[config.mk]
export PLATFORM = sky130hd
export DESIGN_NAME = vector_alu_sequencer
export DESIGN_NICKNAME = d
export VERILOG_FILES = /design/src/rtl/vec_alu_pkg.sv /design/src/rtl/vec_beat_counter.sv /design/src/rtl/vector_alu_sequencer.sv
export SDC_FILE = /design/constraint.sdc
export NUM_CORES = 1
export LEC_CHECK = 0
export CORE_AREA = 3 3 376 378
export CTS_CLUSTER_SIZE = 24
export DETAILED_ROUTE_END_ITERATION = 16
export DIE_AREA = 0 0 379 381
export GPL_TIMING_DRIVEN = 0
export SYNTH_ARGS = -nofsm -noshare
export SYNTH_HDL_FRONTEND = slang
export SYNTH_SLANG_ARGS = --single-unit
[constraint.sdc]
create_clock -name clk -period 6.1 [get_ports clk]
set_input_delay 1.22 -clock clk [delete_from_list [all_inputs] [get_ports clk]]
set_output_delay 1.22 -clock clk [all_outputs]
set_load 0.01 [all_outputs]
[src/rtl/vec_alu_pkg.sv]
// vec_alu_pkg: op codes, legality check and FSM state type shared by the vector ALU sequencer.
package vec_alu_pkg;

    localparam logic [2:0] OP_PASS = 3'b000;
    localparam logic [2:0] OP_SUB  = 3'b001;
    localparam logic [2:0] OP_MUL  = 3'b010;
    localparam logic [2:0] OP_ADD  = 3'b011;
    localparam logic [2:0] OP_SHR  = 3'b111;

    typedef enum logic [1:0] {IDLE, RUN, FIN} seq_state_t;

    function automatic logic is_legal_op(input logic [2:0] op);
        return op inside {OP_PASS, OP_SUB, OP_MUL, OP_ADD, OP_SHR};
    endfunction

endpackage

[src/rtl/vec_beat_counter.sv]
// vec_beat_counter: beat index over NBEATS beats, wrapping to 0 after the last one.
module vec_beat_counter #(
    parameter int NBEATS = 4,
    parameter int BW     = NBEATS > 1 ? $clog2(NBEATS) : 1
) (
    input  logic          clk,
    input  logic          rst_n,
    input  logic          clr,
    input  logic          en,
    output logic [BW-1:0] beat,
    output logic          last
);

    logic [BW-1:0] beat_q, beat_d;

    assign last   = beat_q == BW'(NBEATS - 1);
    assign beat   = beat_q;
    assign beat_d = clr ? '0 : en ? (last ? '0 : beat_q + 1'b1) : beat_q;

    always_ff @(posedge clk or negedge rst_n) begin
        if (!rst_n) beat_q <= '0;
        else        beat_q <= beat_d;
    end

endmodule

[src/rtl/vector_alu_sequencer.sv]
// vector_alu_sequencer: issues one vector op over VLEN elements through LANES shared
// scalar ALU lanes, one beat of LANES elements per cycle, and collects the results.
module vector_alu_sequencer
    import vec_alu_pkg::*;
#(
    parameter int VLEN  = 8,
    parameter int LANES = 2,
    parameter int W     = 32
) (
    input  logic                clk,
    input  logic                rst_n,
    input  logic                start,
    input  logic [2:0]          op_in,
    input  logic                vcsub_in,
    input  logic [VLEN*W-1:0]   src_a,
    input  logic [VLEN*W-1:0]   src_b,
    input  logic                stall,
    output logic [2:0]          lane_op,
    output logic                lane_vcsub,
    output logic [LANES*W-1:0]  lane_a,
    output logic [LANES*W-1:0]  lane_b,
    input  logic [LANES*W-1:0]  lane_res,
    output logic                ready,
    output logic                busy,
    output logic                done,
    output logic                err,
    output logic [VLEN*W-1:0]   result
);

    localparam int NBEATS = (VLEN + LANES - 1) / LANES;
    localparam int BW     = NBEATS > 1 ? $clog2(NBEATS) : 1;

    seq_state_t        state_q, state_d;
    logic [2:0]        op_q, op_d;
    logic              vcsub_q, vcsub_d, err_q, err_d;
    logic [VLEN*W-1:0] a_q, a_d, b_q, b_d, res_q, res_d;
    logic [BW-1:0]     beat;
    logic              last, run, accept, legal;

    assign run    = state_q == RUN;
    assign accept = start && !run;
    assign legal  = is_legal_op(op_in);
    assign ready  = !run;
    assign busy   = run;
    assign done   = state_q == FIN;
    assign err    = err_q;
    assign result = res_q;

    vec_beat_counter #(.NBEATS(NBEATS), .BW(BW)) u_beat (
        .clk   (clk),
        .rst_n (rst_n),
        .clr   (accept),
        .en    (run && !stall),
        .beat  (beat),
        .last  (last)
    );

    // Element e rides lane e%LANES during beat e/LANES; unused lanes of a partial beat stay 0.
    always_comb begin
        lane_a     = '0;
        lane_b     = '0;
        lane_op    = run ? op_q : OP_PASS;
        lane_vcsub = run && vcsub_q;
        for (int e = 0; e < VLEN; e++) begin
            if (run && beat == BW'(e / LANES)) begin
                lane_a[(e % LANES)*W +: W] = a_q[e*W +: W];
                lane_b[(e % LANES)*W +: W] = b_q[e*W +: W];
            end
        end
    end

    always_comb begin
        state_d = state_q;
        op_d    = op_q;
        vcsub_d = vcsub_q;
        a_d     = a_q;
        b_d     = b_q;
        res_d   = res_q;
        err_d   = err_q;
        case (state_q)
            RUN: begin
                if (!stall) begin
                    for (int e = 0; e < VLEN; e++)
                        if (beat == BW'(e / LANES)) res_d[e*W +: W] = lane_res[(e % LANES)*W +: W];
                    if (last) state_d = FIN;
                end
            end
            default: begin
                state_d = IDLE;
                if (accept) begin
                    err_d   = !legal;
                    res_d   = '0;
                    state_d = legal ? RUN : FIN;
                    if (legal) begin
                        op_d    = op_in;
                        vcsub_d = vcsub_in;
                        a_d     = src_a;
                        b_d     = src_b;
                    end
                end
            end
        endcase
    end

    always_ff @(posedge clk or negedge rst_n) begin
        if (!rst_n) begin
            state_q <= IDLE;
            op_q    <= OP_PASS;
            vcsub_q <= 1'b0;
            a_q     <= '0;
            b_q     <= '0;
            res_q   <= '0;
            err_q   <= 1'b0;
        end else begin
            state_q <= state_d;
            op_q    <= op_d;
            vcsub_q <= vcsub_d;
            a_q     <= a_d;
            b_q     <= b_d;
            res_q   <= res_d;
            err_q   <= err_d;
        end
    end

endmodule
==> out/results.ini <==
[global_route]
grt_pass1_vias = 26806
grt_pass1_wl_mm = 207
grt_max_degree = 112
grt_usage_pct = 20.0
grt_antenna_before_repair = 57
grt_overflow = 0

[drt]
vias = 25469
drtAntennaViolNets = 0
routed_wl_mm = 148
remaining_drc_errors = 0
drtIter0Drc = 1354
wl_per_cell_um = 27.8
drtPass1Iterations = 5
viasPerCell = 4.76

[place]
post-place-ws_ns = 0.350
dp.final_hpwl_mm = 115
gp_congestion = 0.852
portBuffers = 974

[cts]
htreeDepth = 3
post_cts_buffers = 0
tritoncts = yes
cts.path.max_buffers = 3
clock_sinks = 777
root_buffer = clkbuf_16
clkTransAtPathRegs_ns = 0.06
numCtsBuffers = 91
clock_latency_ns = 0.69

[timing]
fin_worst_skew_ns = 0.0280
maxSlewHeadroom_pct = 13.5
worst_slew_pin_slew_ns = 1.28
setup_violations = 0
setup_slack_ns = 0.278
finalCritPeriodShare_pct = 95.4
rsz0062_at_grt = no
setup_tns_ns = 0
slew_viol_final = 0
finalHoldViolCount = 0
clock.fmax_ghz = 0.172
fin_crit_ns = 5.82

[pwr]
peakVddDrop_uv = 295
power_leakage_nw = 20.1
power.density_nw_per_um2 = 544

[worst_setup_path]
end_kind = output pin
ff2ff_setup_slack_ns = 3.17
setup.worst_path.class = reg -> out
required_ns = 4.88
start_kind = register
arrival_ns = 4.60
crit_fanout = 10

[flow_run]
max-cap-violations = 0

[layout]
ff_latch_area_um2 = 19400
drive_gt1_share_pct = 23.0
syn_to_final_growth_pct = 45.8
multiInputGateArea_um2 = 13100
n_fill_cell = 13561
nNetsFinal = 4033

[logic_synthesis]
synthXorXnorAreaFrac_pct = 0
yosys.area_share.adder_pct = 0.148
syn_area_um2 = 33900
muxShareOfSynthArea_pct = 25.6
ys_top_cells_by_area = dfrtp_1 (57%), mux2_2 (18%), mux2_1 (8.0%)
synth.net_count = 2956
synth_compound_area_share_pct = 7.12
yosysTopAreaCell = dfrtp_1
yosysSeqAreaShare_pct = 57.4
synth_top_area_share_pct = 57.4
yosys_warnings = 0
yosys.area_share.simple_pct = 5.75
synth_seq_cells = 777
synthCells = 2368
synth_area_per_cell_um2 = 14.3
synth_cell_type_count = 30
synth_top_family_by_area = multiplexers

[die]
dieArea_um2 = 144000
die_w_um = 379
coreArea_um2 = 138000
row_count = 136
initial_utilization_pct = 24.6
num_io_pins = 976
die_height_um = 381

[worst_hold_path]
holdCritPathClass = reg -> reg

[status]
outcome = completed

[worst max-delay path, stage by stage, from the launching register on]
cell	delay [ns]
dfrtp_1	0.43
inv_1	0.10
ha_1	0.15
buf_2	0.16
clkbuf_2	0.53
clkbuf_1	0.57
a221oi_1	0.11
o41ai_1	1.11
clkdlybuf4s50_1	0.74
[layout by cell type, fill, tap and decap left out, drive strengths merged, types with 6 or more instances in the layout]
cell type | netlist | layout
clkdlybuf4s50 | 0 | 973
dfrtp | 777 | 777
mux2 | 769 | 769
clkbuf | 90 | 216
nor2b | 132 | 132
nand3 | 129 | 129
a221oi | 128 | 128
o41ai | 128 | 128
buf | 115 | 127
and2 | 68 | 68
diode | 0 | 41
clkinv | 0 | 17
bufinv | 0 | 11
inv | 4 | 10
o21ai | 6 | 6
[logic make-up after synthesis]
kind of cell	Yosys count
adders and majority gates	4
DFF	777
muxes	769
AOI/OAI and AO/OA	273
buffers and inverters	209
and+or+nand+nor	336
[path summary, 6_finish.rpt]
path                                   to           start  cells after the start
max in group asynchronous         a_q[27]           rst_n                      4
min in group asynchronous     result[217]           rst_n                      1
min reg2reg                       op_q[2]         op_q[2]                      1
max                            lane_a[12]  u_beat.beat[0]                      8
min                               op_q[2]         op_q[2]                      1
max reg2reg                u_beat.beat[0]  u_beat.beat[0]                      5
[cells in the mapped netlist]
library cell,instances
o22ai_1,1
a22oi_4,4
nor2b_1,131
o21ai_0,6
inv_1,3
nor3b_1,1
buf_2,27
nand2b_1,1
a22o_1,2
inv_2,1
mux2_1,240
a21boi_0,1
buf_4,6
nand2_1,3
and2_1,68
nor2_1,1
nor2b_2,1
o41ai_1,128
a21bo_2,1
a221oi_1,128
nor3b_4,1
a21oi_1,1
nand3_1,129
clkbuf_1,90
dfrtp_1,777
mux2_2,529
buf_6,70
o22a_1,1
ha_1,4
buf_1,12
[layout make-up]
class	instances	share of cell area, %
clock buffers	127	5.21
diodes	41	0.208
flip-flops and latches	777	39.4
well taps	1794	4.54
repair buffers	985	20.2
inverters	4	0.0304
multi-input cells	1382	26.6
clock inverters	35	1.11
plain buffers	204	2.75
[flip-flops by register name (all words and copies together), names as in the netlist]
register / cells
b_q: 256
u_beat.beat: 2
op_q: 3
err: 1
vcsub_q: 1
a_q: 256
state_q: 2
result: 256
[power breakdown]
group          internal, mW  switching [mW]
Combinational          5.99            6.06
Clock                  3.43            2.33
Sequential             7.67            1.39
Total                  17.1            9.78
[per-layer routing]
layer | track usage [%] | vias up | wire length [um]
li1 | - | 11046 | -
met1 | 23.2 | 13264 | 57200
met2 | 34.2 | 924 | 74600
met3 | 5.87 | 223 | 11000
met4 | 8.49 | 12 | 5530
met5 | 0 | - | 84
[repair_timing]
action                                  CTS  global route
hold buffers                              0             0
gates cloned                              0             0
gates resized for setup                   1             2
endpoints found under the setup margin   13             2
[metrics by stage]
stage | hold WS, ns | instance area, um^2 | instances | utilization [%] | power, mW
after floorplan | 0.452 | 33900 | 2368 | - | 14.8
after detailed placement | 0.474 | 46200 | 5147 | 33.5 | 21.3
after global placement | 0.470 | 45900 | 5136 | 33.3 | 21.2
final | 0.485 | 49400 | 5349 | 35.8 | 26.9
after CTS | 0.488 | 49300 | 5308 | 35.8 | 27.2
after global routing | 0.496 | 49400 | 5343 | 35.8 | 28.3
No activity file was read; power rests on OpenSTA's default activity.
